### src/rtl/mem_arb_pkg.sv
// Shared types for the memory port arbiter: FSM states and access owner.
// The ARB_FAIRNESS_EN build option does not change anything in this package.
package mem_arb_pkg;

    typedef enum logic [1:0] {
        IDLE   = 2'd0,
        ACCESS = 2'd1,
        DONE   = 2'd2
    } arb_state_e;

    typedef enum logic {
        OWN_IF = 1'b0,
        OWN_DM = 1'b1
    } arb_owner_e;

endpackage

### src/rtl/mem_port_arbiter_if.sv
// Requester and memory-side signals of the arbiter; slave = arbiter side,
// master = pipeline/memory side. Unaffected by ARB_FAIRNESS_EN.
interface mem_port_arbiter_if #(
    parameter int AW = 32,
    parameter int DW = 32
);
    logic          i_if_req;
    logic [AW-1:0] i_if_addr;
    logic [DW-1:0] o_if_rdata;
    logic          o_if_done;

    logic          i_dm_read;
    logic          i_dm_write;
    logic [AW-1:0] i_dm_addr;
    logic [DW-1:0] i_dm_wdata;
    logic [3:0]    i_dm_be;
    logic [DW-1:0] o_dm_rdata;
    logic          o_dm_done;
    logic          o_pipe_stall;

    logic          o_mem_req;
    logic          o_mem_we;
    logic [AW-1:0] o_mem_addr;
    logic [DW-1:0] o_mem_wdata;
    logic [3:0]    o_mem_be;
    logic          i_mem_ack;
    logic [DW-1:0] i_mem_rdata;

    modport slave (
        input  i_if_req, i_if_addr,
        output o_if_rdata, o_if_done,
        input  i_dm_read, i_dm_write, i_dm_addr, i_dm_wdata, i_dm_be,
        output o_dm_rdata, o_dm_done, o_pipe_stall,
        output o_mem_req, o_mem_we, o_mem_addr, o_mem_wdata, o_mem_be,
        input  i_mem_ack, i_mem_rdata
    );

    modport master (
        output i_if_req, i_if_addr,
        input  o_if_rdata, o_if_done,
        output i_dm_read, i_dm_write, i_dm_addr, i_dm_wdata, i_dm_be,
        input  o_dm_rdata, o_dm_done, o_pipe_stall,
        input  o_mem_req, o_mem_we, o_mem_addr, o_mem_wdata, o_mem_be,
        output i_mem_ack, i_mem_rdata
    );

endinterface

### src/rtl/arb_streak_ctr.sv
// Grant select for the arbiter. With ARB_FAIRNESS_EN defined, a saturating
// data-streak counter forces an IF grant after MAX_D_STREAK data wins.
module arb_streak_ctr
    import mem_arb_pkg::*;
#(
    parameter int MAX_D_STREAK = 4
)(
    input  logic       i_clk,
    input  logic       i_rst_n,
    input  logic       i_arb_en,
    input  logic       i_if_req,
    input  logic       i_dm_req,
    output logic       o_grant,
    output arb_owner_e o_owner
);

`ifdef ARB_FAIRNESS_EN
    localparam int CW = $clog2(MAX_D_STREAK + 1);

    logic [CW-1:0] streak_q;
    logic          force_if;

    assign force_if = (streak_q == CW'(MAX_D_STREAK)) && i_if_req && i_dm_req;

    always_comb begin
        o_grant = i_arb_en && (i_if_req || i_dm_req);
        o_owner = (i_dm_req && !force_if) ? OWN_DM : OWN_IF;
    end

    // Only data wins that keep a pending fetch waiting extend the streak.
    always_ff @(posedge i_clk) begin
        if (!i_rst_n) begin
            streak_q <= '0;
        end else if (o_grant) begin
            if (o_owner == OWN_IF || !i_if_req) begin
                streak_q <= '0;
            end else if (streak_q != CW'(MAX_D_STREAK)) begin
                streak_q <= streak_q + 1'b1;
            end
        end
    end
`else
    logic unused_cfg;

    assign unused_cfg = i_clk ^ i_rst_n ^ (MAX_D_STREAK == 0);

    always_comb begin
        o_grant = i_arb_en && (i_if_req || i_dm_req);
        o_owner = i_dm_req ? OWN_DM : OWN_IF;
    end
`endif

endmodule

### src/rtl/mem_port_arbiter.sv
// Shares one req/ack memory port between fetch and data accesses; data wins.
// Define ARB_FAIRNESS_EN to bound how long data can starve a waiting fetch.
module mem_port_arbiter
    import mem_arb_pkg::*;
#(
    parameter int AW           = 32,
    parameter int DW           = 32,
    parameter int MAX_D_STREAK = 4
)(
    input  logic               i_clk,
    input  logic               i_rst_n,
    mem_port_arbiter_if.slave  bus
);

    arb_state_e    state_q, state_d;
    arb_owner_e    owner_q, grant_owner;
    logic          grant;
    logic          dm_req;

    logic          mem_req_q;
    logic          mem_we_q;
    logic [AW-1:0] mem_addr_q;
    logic [DW-1:0] mem_wdata_q;
    logic [3:0]    mem_be_q;
    logic          if_done_q;
    logic          dm_done_q;
    logic [DW-1:0] if_rdata_q;
    logic [DW-1:0] dm_rdata_q;

    assign dm_req = bus.i_dm_read | bus.i_dm_write;

    arb_streak_ctr #(
        .MAX_D_STREAK (MAX_D_STREAK)
    ) u_sel (
        .i_clk    (i_clk),
        .i_rst_n  (i_rst_n),
        .i_arb_en (state_q == IDLE),
        .i_if_req (bus.i_if_req),
        .i_dm_req (dm_req),
        .o_grant  (grant),
        .o_owner  (grant_owner)
    );

    always_ff @(posedge i_clk) begin
        if (!i_rst_n) begin
            state_q <= IDLE;
        end else begin
            state_q <= state_d;
        end
    end

    always_comb begin
        state_d = state_q;
        case (state_q)
            IDLE:    if (grant) state_d = ACCESS;
            ACCESS:  if (bus.i_mem_ack) state_d = DONE;
            DONE:    state_d = IDLE;
            default: state_d = IDLE;
        endcase
    end

    // Bus fields are latched once at grant so they stay stable across wait states.
    always_ff @(posedge i_clk) begin
        if (!i_rst_n) begin
            owner_q     <= OWN_IF;
            mem_req_q   <= 1'b0;
            mem_we_q    <= 1'b0;
            mem_addr_q  <= '0;
            mem_wdata_q <= '0;
            mem_be_q    <= '0;
        end else begin
            mem_req_q <= (state_d == ACCESS);
            if (state_q == IDLE && grant) begin
                owner_q <= grant_owner;
                if (grant_owner == OWN_DM) begin
                    mem_we_q    <= bus.i_dm_write;
                    mem_addr_q  <= bus.i_dm_addr;
                    mem_wdata_q <= bus.i_dm_wdata;
                    mem_be_q    <= bus.i_dm_be;
                end else begin
                    mem_we_q    <= 1'b0;
                    mem_addr_q  <= bus.i_if_addr;
                    mem_wdata_q <= '0;
                    mem_be_q    <= 4'b1111;
                end
            end
        end
    end

    always_ff @(posedge i_clk) begin
        if (!i_rst_n) begin
            if_done_q  <= 1'b0;
            dm_done_q  <= 1'b0;
            if_rdata_q <= '0;
            dm_rdata_q <= '0;
        end else begin
            if_done_q <= 1'b0;
            dm_done_q <= 1'b0;
            if (state_q == ACCESS && bus.i_mem_ack) begin
                if (owner_q == OWN_DM) begin
                    dm_done_q  <= 1'b1;
                    dm_rdata_q <= bus.i_mem_rdata;
                end else begin
                    if_done_q  <= 1'b1;
                    if_rdata_q <= bus.i_mem_rdata;
                end
            end
        end
    end

    assign bus.o_mem_req    = mem_req_q;
    assign bus.o_mem_we     = mem_we_q;
    assign bus.o_mem_addr   = mem_addr_q;
    assign bus.o_mem_wdata  = mem_wdata_q;
    assign bus.o_mem_be     = mem_be_q;
    assign bus.o_if_done    = if_done_q;
    assign bus.o_if_rdata   = if_rdata_q;
    assign bus.o_dm_done    = dm_done_q;
    assign bus.o_dm_rdata   = dm_rdata_q;
    assign bus.o_pipe_stall = dm_req & ~dm_done_q;

endmodule

### src/flat_wrapper.sv
// flat-port wrapper written by rule: the top's interface ports become plain ports
module mem_port_arbiter_flat import mem_arb_pkg::*;
#(
    parameter int AW           = 32,
    parameter int DW           = 32,
    parameter int MAX_D_STREAK = 4
)
  (i_clk, i_rst_n, bus_i_if_req, bus_i_if_addr, bus_o_if_rdata, bus_o_if_done, bus_i_dm_read, bus_i_dm_write, bus_i_dm_addr, bus_i_dm_wdata, bus_i_dm_be, bus_o_dm_rdata, bus_o_dm_done, bus_o_pipe_stall, bus_o_mem_req, bus_o_mem_we, bus_o_mem_addr, bus_o_mem_wdata, bus_o_mem_be, bus_i_mem_ack, bus_i_mem_rdata);
  mem_port_arbiter_if #(.AW(AW), .DW(DW)) bus_i ();
  input  logic i_clk;
  input  logic i_rst_n;
  input wire logic [$bits(bus_i.i_if_req)-1:0] bus_i_if_req;
  input wire logic [$bits(bus_i.i_if_addr)-1:0] bus_i_if_addr;
  output wire logic [$bits(bus_i.o_if_rdata)-1:0] bus_o_if_rdata;
  output wire logic [$bits(bus_i.o_if_done)-1:0] bus_o_if_done;
  input wire logic [$bits(bus_i.i_dm_read)-1:0] bus_i_dm_read;
  input wire logic [$bits(bus_i.i_dm_write)-1:0] bus_i_dm_write;
  input wire logic [$bits(bus_i.i_dm_addr)-1:0] bus_i_dm_addr;
  input wire logic [$bits(bus_i.i_dm_wdata)-1:0] bus_i_dm_wdata;
  input wire logic [$bits(bus_i.i_dm_be)-1:0] bus_i_dm_be;
  output wire logic [$bits(bus_i.o_dm_rdata)-1:0] bus_o_dm_rdata;
  output wire logic [$bits(bus_i.o_dm_done)-1:0] bus_o_dm_done;
  output wire logic [$bits(bus_i.o_pipe_stall)-1:0] bus_o_pipe_stall;
  output wire logic [$bits(bus_i.o_mem_req)-1:0] bus_o_mem_req;
  output wire logic [$bits(bus_i.o_mem_we)-1:0] bus_o_mem_we;
  output wire logic [$bits(bus_i.o_mem_addr)-1:0] bus_o_mem_addr;
  output wire logic [$bits(bus_i.o_mem_wdata)-1:0] bus_o_mem_wdata;
  output wire logic [$bits(bus_i.o_mem_be)-1:0] bus_o_mem_be;
  input wire logic [$bits(bus_i.i_mem_ack)-1:0] bus_i_mem_ack;
  input wire logic [$bits(bus_i.i_mem_rdata)-1:0] bus_i_mem_rdata;
  assign bus_i.i_if_req = bus_i_if_req;
  assign bus_i.i_if_addr = bus_i_if_addr;
  assign bus_o_if_rdata = bus_i.o_if_rdata;
  assign bus_o_if_done = bus_i.o_if_done;
  assign bus_i.i_dm_read = bus_i_dm_read;
  assign bus_i.i_dm_write = bus_i_dm_write;
  assign bus_i.i_dm_addr = bus_i_dm_addr;
  assign bus_i.i_dm_wdata = bus_i_dm_wdata;
  assign bus_i.i_dm_be = bus_i_dm_be;
  assign bus_o_dm_rdata = bus_i.o_dm_rdata;
  assign bus_o_dm_done = bus_i.o_dm_done;
  assign bus_o_pipe_stall = bus_i.o_pipe_stall;
  assign bus_o_mem_req = bus_i.o_mem_req;
  assign bus_o_mem_we = bus_i.o_mem_we;
  assign bus_o_mem_addr = bus_i.o_mem_addr;
  assign bus_o_mem_wdata = bus_i.o_mem_wdata;
  assign bus_o_mem_be = bus_i.o_mem_be;
  assign bus_i.i_mem_ack = bus_i_mem_ack;
  assign bus_i.i_mem_rdata = bus_i_mem_rdata;
  mem_port_arbiter #(.AW(AW), .DW(DW), .MAX_D_STREAK(MAX_D_STREAK)) u_core (.i_clk(i_clk), .i_rst_n(i_rst_n), .bus(bus_i));
endmodule
### config.mk
export PLATFORM = sky130hd
export DESIGN_NAME = mem_port_arbiter_flat
export DESIGN_NICKNAME = d
export VERILOG_FILES = /design/src/rtl/mem_arb_pkg.sv /design/src/rtl/mem_port_arbiter_if.sv /design/src/rtl/arb_streak_ctr.sv /design/src/rtl/mem_port_arbiter.sv /design/src/flat_wrapper.sv
export SDC_FILE = /design/constraint.sdc
export NUM_CORES = 1
export LEC_CHECK = 0
export CORE_MARGIN = 5
export CORE_UTILIZATION = 35
export CTS_CLUSTER_DIAMETER = 50
export DETAILED_ROUTE_END_ITERATION = 10
export GPL_ROUTABILITY_DRIVEN = 1
export GPL_TIMING_DRIVEN = 0
export PLACE_DENSITY = 0.74
export SYNTH_ARGS = -nofsm -noshare
export SYNTH_HDL_FRONTEND = slang
export SYNTH_SLANG_ARGS = --single-unit
### constraint.sdc
create_clock -name i_clk -period 1.4 [get_ports i_clk]
set_input_delay 0.28 -clock i_clk [delete_from_list [all_inputs] [get_ports i_clk]]
set_output_delay 0.28 -clock i_clk [all_outputs]
set_load 0.03 [all_outputs]
* After elaboration in Yosys (flattened, before gate mapping)
Cells that the tools add are included.
** Storage, ports and cells
- Bits in latches :: 0
- ROM bits :: 0
- Bits in writable memories :: 0
- Input bits :: 138
- Flip-flop bits (word level) :: 139
- Word-level logic and storage cells :: 35
- Memories kept :: 0
** Operators by class
- Shifts and indexed selects :: 0
- Reduce and logical (&&, ||, !) cells :: 8
- Div/mod/pow operators :: 0
- Muxes and demuxes :: 10
- Multipliers :: 0
- $lt $le $gt $ge :: 0
- Equality and inequality tests :: 2
- Bitwise gates (word level) :: 4
- $add $sub $neg :: 0
** Operators with widths (count)
- two-way mux 32 bit :: 2
- AND reduction 2 bit :: 3
- == test 2 x 1 -> 1 bit, second input constant :: 2
- two-way mux 1 bit :: 4
- two-way mux 2 bit :: 2
- two-way mux 4 bit :: 1
- case mux 2 bit (2 select lines) :: 1
- logical AND 1 bit :: 3
- logical NOT 2 bit :: 1
- inverter 1 bit :: 2
- AND 1 bit :: 1
- logical OR 1 bit :: 1
- bitwise OR 1 bit :: 1

* Longest topological paths before layout
- Depth in word-level cells :: 6
- Mapped depth :: 6

* Modules after synthesis
Synthesis repeated with hierarchy kept, for this count alone.
** Unflattened totals
- Cell total of the unflattened synthesis :: 549
- Area total of the unflattened synthesis :: 5082.4 µm²
** Modules (own cells, without submodules)
- mem_port_arbiter :: times used 1, area each 5067.4 µm², cells each 547
- arb_streak_ctr :: times used 1, area each 15.0 µm², cells each 2

* Worst setup path before layout
No wires, ideal clock.
- Path kind :: input-to-output
- Start point :: in bus_i_dm_write
- End point :: out bus_o_pipe_stall
- Data required time :: 1.120 ns
- Arrival time :: 1.280 ns
- Stages :: 4
- Buffers on the path :: 2
- Slack :: -0.160 ns
- Cells stage by stage :: or2_1 -> buf_2 -> buf_2 -> nor2b_1
** On the way
- Longest elaborated chain between the ends :: 2
** RTL lines
- start: declaration :: RTL line flat_wrapper.sv:17 : input wire logic [$bits(bus_i.i_dm_write)-1:0] bus_i_dm_write;
- bitwise OR 1 bit :: RTL line mem_port_arbiter.sv:30 : assign dm_req = bus.i_dm_read | bus.i_dm_write;
- AND 1 bit :: RTL line mem_port_arbiter.sv:120 : assign bus.o_pipe_stall = dm_req & ~dm_done_q;
- end: declaration :: RTL line flat_wrapper.sv:23 : output wire logic [$bits(bus_i.o_pipe_stall)-1:0] bus_o_pipe_stall;
No other way between the ends.

* Worst setup path after layout
Same ends and word-level chain as after synthesis.

==> metrics.txt <==
# TYPE chip_impl_metric gauge
chip_impl_metric{name="cts_sinks",unit=""} 139
chip_impl_metric{name="insertion_delay_of_the_later_clocked_pin_in_the_worst_skew_pair",unit="ns"} 0.42
chip_impl_metric{name="ports_placed_on_the_boundary",unit=""} 275
chip_impl_metric{name="number_of_placement_rows",unit=""} 44
chip_impl_metric{name="slew-limit-headroom",unit="%"} 59.6
chip_impl_metric{name="vias_per_cell",unit=""} 5.05
chip_impl_info{name="post_synth_most_frequent_cells",value="139 x sky130_fd_sc_hd__dfxtp_1, 64 x sky130_fd_sc_hd__nand3_1, 64 x sky130_fd_sc_hd__o21ai_0"} 1
chip_impl_metric{name="synth-seq-cells",unit=""} 139
chip_impl_metric{name="synthesis.instances",unit=""} 505
chip_impl_metric{name="detail_route.wl_per_cell",unit="µm"} 18.3
chip_impl_metric{name="post_route_cells_drive_above_1_share",unit="%"} 33.5
chip_impl_metric{name="initial_core_utilization",unit="%"} 35.5
chip_impl_info{name="outcome",value="complete, no violations"} 1
chip_impl_metric{name="grt_start_max_net_pins",unit=""} 17
chip_impl_metric{name="syn_area_per_cell",unit="µm²"} 10.1
chip_impl_metric{name="skew",unit="ns"} 0.00736
chip_impl_metric{name="post_synth_net_total",unit=""} 643
chip_impl_info{name="r2r_end",value="u_core.bus.o_mem_addr[22]"} 1
chip_impl_metric{name="p_total",unit="W"} 0.0109
chip_impl_metric{name="postCtsHoldBufs",unit=""} 0
chip_impl_info{name="worst_hold_path_type",value="input port to register"} 1
chip_impl_metric{name="layout-area-overhead-vs-synth",unit="%"} 76.4
chip_impl_metric{name="grt-ovfl-total",unit=""} 0
chip_impl_metric{name="fill_cells",unit=""} 1151
chip_impl_metric{name="layout_min_cycle_time",unit="ns"} 1.39
chip_impl_metric{name="number_of_nets_with_antenna_violations_after_detailed_routing",unit=""} 0
chip_impl_metric{name="setup_viol_count_final",unit=""} 0
chip_impl_metric{name="die_x",unit="µm"} 131
chip_impl_info{name="crit_path_end_kind",value="primary output"} 1
chip_impl_metric{name="syn_area",unit="µm²"} 5120
chip_impl_metric{name="gpl.final_weighted_congestion",unit=""} 0.815
chip_impl_metric{name="min_period_over_period",unit="%"} 99.5
chip_impl_info{name="netlist.top_cell.by_area",value="sky130_fd_sc_hd__dfxtp_1"} 1
chip_impl_metric{name="grt_pass1_vias",unit=""} 5301
chip_impl_metric{name="design.die.area",unit="µm²"} 17200
chip_impl_metric{name="grt_first_pass_wirelength",unit="µm"} 27000
chip_impl_info{name="rsz0062_at_grt",value="yes"} 1
chip_impl_metric{name="drt_iter0_markers",unit=""} 142
chip_impl_info{name="cp-endpoint",value="bus_o_pipe_stall"} 1
chip_impl_metric{name="synth-edff-count",unit=""} 0
chip_impl_metric{name="slew_at_the_pin_closest_to_its_max_slew_limit",unit="ns"} 0.607
chip_impl_metric{name="synthArstFlopShare",unit="%"} 0
chip_impl_metric{name="synth.yosys.seq_area_share",unit="%"} 54.3
chip_impl_metric{name="cts.path.max_buffers",unit=""} 2
chip_impl_metric{name="ir_drop",unit="mV"} 0.760
chip_impl_metric{name="globalRouteMet3Util",unit="%"} 8.09
chip_impl_metric{name="yosys.cell_types.count",unit=""} 28
chip_impl_info{name="synth.top_cells.by_area",value="sky130_fd_sc_hd__dfxtp_1 54%, sky130_fd_sc_hd__a211oi_2 7.3%, sky130_fd_sc_hd__mux2i_1 6.4%, sky130_fd_sc_hd__nand3_1 6.3%, sky130_fd_sc_hd__o21ai_0 6.3%"} 1
chip_impl_info{name="synth_most_common_cell",value="sky130_fd_sc_hd__dfxtp_1"} 1
chip_impl_metric{name="cts_buffer_count",unit=""} 17
chip_impl_metric{name="crit_fanout",unit=""} 3
chip_impl_metric{name="p_leak",unit="nW"} 3.57
chip_impl_info{name="worst_r2r_startpoint",value="u_core.state_q[0]"} 1
chip_impl_metric{name="fin_nets",unit=""} 948
chip_impl_metric{name="area_share_of_the_largest_cell_type_after_synthesis",unit="%"} 54.3
chip_impl_metric{name="grt_antenna_before_repair",unit=""} 0
chip_impl_metric{name="remaining_drc_errors",unit=""} 0
chip_impl_metric{name="cp.required",unit="ns"} 1.12
chip_impl_metric{name="place.port_buffers",unit=""} 274
chip_impl_metric{name="drt-total-wl",unit="µm"} 18400
chip_impl_metric{name="number_of_h_tree_branching_levels",unit=""} 4
chip_impl_info{name="tritoncts",value="done"} 1
chip_impl_metric{name="router_iterations_before_antenna_repair",unit=""} 4
chip_impl_metric{name="power-per-cell-area",unit="nW/µm²"} 1210
chip_impl_metric{name="global_route.usage.met2",unit="%"} 36.4
chip_impl_metric{name="fin_setup_tns",unit="ns"} 0
chip_impl_info{name="critical_path_class",value="input port to primary output"} 1
chip_impl_metric{name="max_freq",unit="MHz"} 718
chip_impl_metric{name="fp.dieH",unit="µm"} 131
chip_impl_metric{name="hpwlAfterDp",unit="µm"} 13800
chip_impl_metric{name="ff2ff_setup_slack",unit="ns"} 0.05
chip_impl_metric{name="routed-via-count",unit=""} 5080
chip_impl_metric{name="antenna_cells_inserted",unit=""} 0
chip_impl_metric{name="clkSlewWorstSetupHoldPaths",unit="ns"} 0.06
chip_impl_metric{name="globalRouteTotalUtil",unit="%"} 20.2
chip_impl_metric{name="area_of_the_placeable_core",unit="µm²"} 14400
chip_impl_info{name="ys.flop_type",value="sky130_fd_sc_hd__dfxtp_1"} 1
chip_impl_metric{name="critPathArrivalTime",unit="ns"} 1.11
chip_impl_info{name="cp-start-kind",value="input port"} 1
chip_impl_metric{name="hold_violations",unit=""} 0
chip_impl_metric{name="grt_util_met1",unit="%"} 21.0
chip_impl_info{name="critPathLaunch",value="bus_i_dm_write"} 1
chip_impl_metric{name="worst-r2r-cell-count",unit=""} 5
chip_impl_metric{name="drv_slew",unit=""} 0
chip_impl_info{name="gr-max-usage-layer",value="met2"} 1
chip_impl_metric{name="maxCapViolCount",unit=""} 0
chip_impl_info{name="cts.root.buffer_cell",value="sky130_fd_sc_hd__clkbuf_16"} 1
chip_impl_metric{name="total_number_of_yosys_warnings",unit=""} 0
==> power breakdown <==
part	leakage, nW	switching (W)	internal, W
clock network	0.262	0.00171	0.00247
registers	1.14	0.000156	0.00423
logic	2.17	0.00126	0.00109
==> worst max-delay path, stage by stage <==
cell and delay, ns:
sky130_fd_sc_hd__buf_2 0.12, sky130_fd_sc_hd__or2_1 0.22, sky130_fd_sc_hd__buf_6 0.13, sky130_fd_sc_hd__buf_8 0.11, sky130_fd_sc_hd__nor2b_4 0.11, sky130_fd_sc_hd__buf_6 0.13
==> what timing repair did <==
item	CTS	global route
hold endpoints to repair	0	0
setup endpoints to repair	272	130
gates resized for setup	468	54
cloned	1	3
setup buffers	5	4
pin swaps	2	3
==> kinds of logic after synthesis <==
| logic type | count (synthesis) | share of synthesized area, % |
|---|---|---|
| compound gates | 167 | 23.8 |
| flops | 139 | 54.3 |
| buf+inv | 52 | 4.71 |
| mux | 33 | 6.45 |
| simple gates | 114 | 10.7 |
==> flip-flops by register name (all words and copies together) (netlist names) <==
name	count
u_core.state_q	2
u_core.bus.o_mem_addr	32
u_core.bus.o_dm_rdata	32
u_core.bus.o_mem_we	1
u_core.bus.o_if_done	1
u_core.bus.o_mem_be	4
u_core.bus.o_mem_req	1
u_core.bus.o_mem_wdata	32
u_core.bus.o_dm_done	1
u_core.bus.o_if_rdata	32
u_core.owner_q	1
==> worst min path at each step <==
stage,start,endpoint,depth (start not counted),slack (ns)
after CTS,bus_i_dm_write,u_core.bus.o_mem_we,3,0.14
final,bus_i_dm_write,u_core.bus.o_mem_we,3,0.16
after global placement,u_core.bus.o_mem_we,u_core.bus.o_mem_we,2,0.45
after floorplan,bus_i_dm_wdata[10],u_core.bus.o_mem_wdata[10],1,0.41
after global routing,bus_i_dm_write,u_core.bus.o_mem_we,3,0.18
after detailed placement,u_core.bus.o_mem_we,u_core.bus.o_mem_we,2,0.46
==> routing by layer <==
metal,up-vias,routed length [µm]
met4,0,324
li1,2461,-
met3,28,1790
met1,2386,6940
met2,205,9330
met5,-,0
==> area by class of cell <==
class / instances / area [µm²] / area share (%)
plain buffers: 50 / 358 / 3.96
clock buffers: 20 / 447 / 4.94
clock inverters: 11 / 98.8 / 1.09
inverters: 1 / 3.75 / 0.0415
multi-input cells: 316 / 2180 / 24.1
flip-flops and latches: 139 / 2790 / 30.8
well taps: 184 / 230 / 2.55
repair buffers: 285 / 2940 / 32.5
==> cells in the final DEF, fill, tap and decap left out, types with 4 or more instances in the layout <==
cell type,instances
sky130_fd_sc_hd__nand2_1,36
sky130_fd_sc_hd__clkbuf_16,18
sky130_fd_sc_hd__a21oi_2,6
sky130_fd_sc_hd__clkdlybuf4s50_1,134
sky130_fd_sc_hd__mux2i_1,33
sky130_fd_sc_hd__nand3_1,64
sky130_fd_sc_hd__dfxtp_1,137
sky130_fd_sc_hd__o21ai_0,64
sky130_fd_sc_hd__a21oi_1,27
sky130_fd_sc_hd__o221a_2,4
sky130_fd_sc_hd__a22o_1,32
sky130_fd_sc_hd__buf_4,15
sky130_fd_sc_hd__clkbuf_4,6
sky130_fd_sc_hd__a211oi_2,30
sky130_fd_sc_hd__clkbuf_1,7
sky130_fd_sc_hd__clkinv_2,4
sky130_fd_sc_hd__clkdlybuf4s18_2,4
sky130_fd_sc_hd__buf_2,18
sky130_fd_sc_hd__buf_6,8
sky130_fd_sc_hd__clkdlybuf4s15_2,122
sky130_fd_sc_hd__clkbuf_2,18
==> stage by stage <==
step	hold slack (ns)	worst slack (ns)	cells	util, %	area (µm²)
2_1_floorplan	0.406	-0.0378	505	-	5130
3_3_place_gp	0.450	-1.21	963	56.2	8110
3_5_place_dp	0.459	-1.25	963	56.2	8110
4_1_cts	0.140	-0.0115	999	62.0	8940
5_1_grt	0.183	-0.0419	1006	62.7	9040
6_report	0.161	0.00733	1006	62.7	9040
No activity file was read; power rests on OpenSTA's default activity.
